File: src/rtl/reg_file_param.sv
// reg_file_param: NUM_REGS x WIDTH counter-capable register file with zero/sticky-overflow flags and two async read ports
module reg_file_param #(
  parameter int WIDTH = 8,
  parameter int NUM_REGS = 4,
  parameter int SATURATE = 0,
  parameter int BYPASS = 0,
  localparam int SELW = $clog2(NUM_REGS)
) (
  input  logic                CLK,
  input  logic                RST,
  input  logic [1:0]          FunSel,
  input  logic [NUM_REGS-1:0] RegSel,
  input  logic [WIDTH-1:0]    I,
  input  logic [SELW-1:0]     OutASel,
  input  logic [SELW-1:0]     OutBSel,
  output logic [WIDTH-1:0]    OutA,
  output logic [WIDTH-1:0]    OutB,
  output logic [NUM_REGS-1:0] ZeroFlag,
  output logic [NUM_REGS-1:0] OvfFlag
);
  localparam int P = 2 ** SELW;
  logic [WIDTH-1:0] regs [P];
  logic [P-1:0] byp_hit;
  genvar k;
  for (k = 0; k < P; k++) begin : g_reg
    if (k < NUM_REGS) begin : g_live
      logic [WIDTH-1:0] q, nxt;
      logic o, wrap;
      always_comb begin
        wrap = FunSel == 2'd0 ? q == '0 : FunSel == 2'd1 ? &q : 1'b0;
        nxt = FunSel == 2'd2 ? I :
              FunSel == 2'd3 ? '0 :
              (wrap && SATURATE != 0) ? q :
              FunSel == 2'd1 ? q + 1'b1 : q - 1'b1;
      end
      always_ff @(posedge CLK)
        if (RST) begin
          q <= '0;
          o <= 1'b0;
        end else if (!RegSel[k]) begin
          q <= nxt;
          o <= FunSel == 2'd3 ? 1'b0 : o | wrap;
        end
      assign regs[k] = q;
      assign ZeroFlag[k] = q == '0;
      assign OvfFlag[k] = o;
      assign byp_hit[k] = BYPASS != 0 && !RST && !RegSel[k] && FunSel == 2'd2;
    end else begin : g_pad
      // indices past NUM_REGS read as zero
      assign regs[k] = '0;
      assign byp_hit[k] = 1'b0;
    end
  end
  assign OutA = byp_hit[OutASel] ? I : regs[OutASel];
  assign OutB = byp_hit[OutBSel] ? I : regs[OutBSel];
endmodule

File: config.mk
export PLATFORM = sky130hd
export DESIGN_NAME = reg_file_param
export DESIGN_NICKNAME = d
export VERILOG_FILES = /design/src/rtl/reg_file_param.sv
export SDC_FILE = /design/constraint.sdc
export NUM_CORES = 1
export LEC_CHECK = 0
export BUFFER_PORTS_ARGS = -buffer_cell sky130_fd_sc_hd__buf_2
export CAP_MARGIN = 10
export CORE_ASPECT_RATIO = 1.4
export CORE_MARGIN = 3
export CORE_UTILIZATION = 50
export CTS_BUF_LIST = sky130_fd_sc_hd__clkbuf_16
export DETAILED_ROUTE_END_ITERATION = 8
export PLACE_DENSITY_LB_ADDON = 0.12
export SLEW_MARGIN = 0
export SYNTH_ARGS = -nofsm -noshare
export SYNTH_HDL_FRONTEND = slang
export SYNTH_SLANG_ARGS = --single-unit
File: constraint.sdc
create_clock -name CLK -period 2.9 [get_ports CLK]
set_input_delay 0.58 -clock CLK [delete_from_list [all_inputs] [get_ports CLK]]
set_output_delay 0.58 -clock CLK [all_outputs]
set_load 0.005 [all_outputs]
## Word-level counts from Yosys, hierarchy flattened

Index checks and enable logic that the tools add are counted.

| word-level totals | value |
|---|---|
| flip-flop bits (word level) | 36 |

| operators by class | value |
|---|---|
| order comparisons | 4 |
| reductions and logical operators | 9 |
| add/subtract/negate cells | 8 |
| mux-type cells | 36 |
| bitwise logic cells | 6 |
| equal/unequal tests | 3 |

Operator list:

| operator | count |
|---|---|
| 8-bit 2-to-1 mux | 18 |
| 8-bit by 1-bit adder with 8-bit output (second input constant) | 4 |
| 8-bit binary-select mux with 2-bit select | 2 |
| 8-bit zero test | 4 |
| 8-bit AND reduction | 4 |
| 8-bit by 1-bit subtractor with 8-bit output (second input constant) | 4 |
| 1-bit 2-to-1 mux | 14 |
| 3-bit greater-or-equal comparator (second input constant) | 2 |
| 2-bit by 3-bit < comparator with 1-bit output (second input constant) | 2 |
| 2-bit NOT with 3-bit output | 2 |
| 1-bit binary-select mux with 2-bit select | 2 |
| 2-bit == test (second input constant) | 2 |
| 1-bit bitwise OR | 4 |
| 2-bit by 1-bit == test with 1-bit output (second input constant) | 1 |
| 2-bit zero test | 1 |

## Logic depth before layout (Yosys ltp)

| depth | value |
|---|---|
| depth after elaboration | 5 |
| mapped depth | 8 |
| depth with buffers taken out | 8 |

## Least setup slack after synthesis

Ideal clock, no wire load.

| timing path | value |
|---|---|
| path kind | input to register |
| from | input FunSel[1] |
| to | register g_reg[2].g_live.q[4] |
| data required time | 2.768 ns |
| arrival | 2.849 ns |
| stages on the path | 8 |
| setup slack | -0.081 ns |
| cells stage by stage | nand2b_1 -> clkinv_1 -> fa_1 -> nor2b_1 -> o21ai_0 -> and4b_1 -> nor4_1 -> nor3_1 |

| on the way | value |
|---|---|
| cells in the longest elaborated chain, start to end | 4 |
| elaborated cells on any way between the ends | 6 |
| classes of those cells | eq/ne (3); mux (3) |

RTL lines:

| element | RTL line | RTL |
|---|---|---|
| start: declaration | 11 | `input logic [1:0] FunSel,` |
| 2-bit by 1-bit == test with 1-bit output | 34 | `FunSel == 2'd1 ? q + 1'b1 : q - 1'b1;` |
| 8-bit 2-to-1 mux | 34 |  |
| 8-bit 2-to-1 mux | 32 | `FunSel == 2'd3 ? '0 :` |
| 8-bit 2-to-1 mux * | 31 | `nxt = FunSel == 2'd2 ? I :` |
| end signal: assignment | 41 | `q <= nxt;` |
| end: declaration | 27 | `logic [WIDTH-1:0] q, nxt;` |

Every way passes the cells marked *; elsewhere a longest branch is shown, timed or not.
A chain may end at the register's enable or synchronous reset.

## Final worst setup path

| timing path | value |
|---|---|
| from | input FunSel[1] |
| to | register g_reg[2].g_live.q[5] |

Same word-level chain as after synthesis.

==> flow_metrics.py <==
metrics = {
    "outcome": {
        "outcome": "complete, no violations",
    },
    "grt": {
        "grt_pass1_wl_um": 16100,
        "grt_use_total": 0.262,
        "grt_max_degree": 51,
        "grt_pass1_vias": 3134,
        "grt_remaining_overflow": 0,
        "antenna_found_initial": 0,
    },
    "drt": {
        "vias_per_cell": 6.20,
        "dr.pass1.iters": 4,
        "wl_um": 9840,
        "ant_nets": 0,
        "wl_per_cell_um": 18.2,
        "drt_iter0_drc": 328,
        "dr_total_vias": 3342,
        "drc": 0,
    },
    "floorplanning": {
        "core_um2": 6610,
        "row_count": 35,
        "die_area_um2": 7870,
        "ios": 44,
        "die_w_um": 75.8,
        "fp.dieH_um": 104,
        "start_util": 0.516,
    },
    "yosys": {
        "syn_area_um2": 3410,
        "synth_top_area_share": 0.211,
        "syn_avg_cell_area_um2": 8.17,
        "synth_top_area_cell": "dfxtp_1",
        "syn-num-nets": 466,
        "synthCells": 418,
        "synth-edff-count": 0,
        "seq_area_frac_synth": 0.211,
        "async_flop_share": 0,
        "synth.distinct_cells": 48,
        "ys_seq_elements": 36,
        "synth_area_leaders": "dfxtp_1 21%, mux4_2 9.2%, ha_1 8.8%",
        "synth_warnings": 0,
        "ys.flop_type": "dfxtp_1",
    },
    "critical_path": {
        "crit_arrival_ns": 2.46,
        "cp_max_fo": 16,
        "crit_type": "in -> reg",
        "r2r_slack_ns": 0.86,
        "cp-start-kind": "primary input",
        "cp.required_ns": 3.12,
        "end_kind": "flop",
    },
    "clocking": {
        "cts_resized": 0,
        "numCtsBuffers": 5,
        "clk_latency_ns": 0.28,
        "cts_tree": "yes",
        "cts_sinks": 36,
        "h-tree-depth": 2,
        "holdBufCountCts": 0,
        "clockRootBuffer": "clkbuf_16",
        "post_cts_buffers": 0,
        "clkTransAtPathRegs_ns": 0.06,
        "clock_path_buffers": 2,
    },
    "sta": {
        "grt_setup_unrepaired": "false",
        "fin_crit_sh": 0.772,
        "max_slew_margin": 0.605,
        "maxSlewViolCount": 0,
        "finalSetupViolCount": 0,
        "final_hold_viol_count": 0,
        "min_period_ns": 2.24,
        "timing.fmax_ghz": 0.447,
        "tns_ns": 0,
        "worst_pin_slew_ns": 0.593,
        "skew_ns": 0.00242,
    },
    "finish": {
        "fill_cells": 643,
        "syn_to_final_growth_pct": 11.3,
        "nets": 495,
        "layout-drive-gt1-share": 0.161,
        "antennaDiodeCount": 0,
    },
    "place": {
        "numPortBuffers": 43,
        "dp.final_hpwl_um": 7410,
        "gp_congestion": 0.869,
    },
    "power": {
        "total_power_mw": 1.78,
        "p_leak_nw": 1.55,
        "ir_drop_mv": 0.272,
        "power_density_nw_per_um2": 467,
    },
    "job": {
        "max_cap_violations": 0,
    },
    "worst_hold_path": {
        "min_path_type": "reg -> reg",
    },
}
-- synth_stat cells, types with 4 or more instances --
cell type	count
o21ai_0	19
dfxtp_1	36
nand2_1	14
buf_4	4
nor3_1	44
a31oi_1	4
clkbuf_1	16
o21bai_1	7
a211oi_1	13
buf_2	4
a21oi_1	21
o31a_1	5
or4_1	7
xnor2_1	4
nor2b_1	21
ha_1	24
nor2_1	41
o211ai_1	4
mux4_2	14
and2_1	6
o21a_1	5
a21o_1	10
a221oi_1	11
nand2b_1	6
mux2i_1	4
nand4_1	9
fa_1	4
inv_1	25
-- critical path, cell delays in order --
cell	delay (ns)
buf_2	0.10
nand2b_2	0.18
buf_4	0.21
ha_1	0.32
a211oi_2	0.21
nor2_1	0.11
or4b_1	0.47
a31oi_1	0.14
o31a_1	0.13
-- where the power goes --
| group | switching, mW | total, mW | leakage (nW) | internal [mW] |
|---|---|---|---|---|
| registers | 0.0835 | 0.624 | 0.298 | 0.540 |
| logic | 0.334 | 0.638 | 1.18 | 0.304 |
| clock network | 0.205 | 0.513 | 0.0709 | 0.309 |
-- cells in the final DEF, fill, tap and decap left out, types with 9 or more instances in the layout --
| cell type | instances |
|---|---|
| a211oi_1 | 13 |
| a21o_1 | 10 |
| a21oi_1 | 21 |
| a221oi_1 | 11 |
| buf_2 | 43 |
| dfxtp_1 | 36 |
| ha_1 | 24 |
| inv_1 | 26 |
| mux4_2 | 14 |
| nand2_1 | 14 |
| nand4_1 | 9 |
| nor2_1 | 41 |
| nor2b_1 | 21 |
| nor3_1 | 44 |
| o21ai_0 | 19 |
-- state kept, by name, indices dropped and copies added (netlist names) --
name / flops
g.g_live.q: 32
g.g_live.o: 4
-- worst paths after layout --
path | from | to | cells past startpoint
worst max register to register | g_reg[2].g_live.q[0] | g_reg[2].g_live.q[4] | 7
worst min register to register | g_reg[2].g_live.o | g_reg[2].g_live.o | 1
worst min-delay path | g_reg[2].g_live.o | g_reg[2].g_live.o | 1
worst max-delay path | FunSel[1] | g_reg[2].g_live.q[5] | 9
-- layout make-up --
cell class	count	area, µm²	area share
well taps	92	115	0.0303
multi-input cells	330	2480	0.653
repair buffers	48	253	0.0665
clock buffers	5	125	0.0329
clock inverters	2	8.76	0.00230
inverters	26	97.6	0.0257
flip-flops and latches	36	721	0.190
-- per-stage QoR --
stage / worst slack, ns / hold WS, ns / area (µm²) / utilization / cells
floorplan: 0.276 / 0.457 / 3420 / - / 418
global placement: 0.413 / 0.461 / 3670 / 0.554 / 532
detailed placement: 0.379 / 0.474 / 3670 / 0.554 / 532
CTS: 0.660 / 0.488 / 3800 / 0.575 / 539
global route: 0.526 / 0.513 / 3800 / 0.575 / 539
finish: 0.662 / 0.481 / 3800 / 0.575 / 539
-- per-layer routing --
metal  vias up  share of wire  GRT usage
met4         0          0.030     0.0913
li1       1640              -          -
met1      1595           0.43      0.346
met5         -              0          0
met3        22          0.041     0.0437
met2        85           0.50      0.422
-- kinds of logic after synthesis --
family / after synthesis / share of synthesized area
AO/OA/AOI/OAI: 108 / 0.218
XOR/XNOR: 4 / 0.0103
adder cells (fa/ha/maj): 28 / 0.111
buffers and inverters: 52 / 0.0631
flip-flops: 36 / 0.211
multiplexers: 20 / 0.120
AND/OR/NAND/NOR: 170 / 0.267
Power figures use the tool's default switching activity.
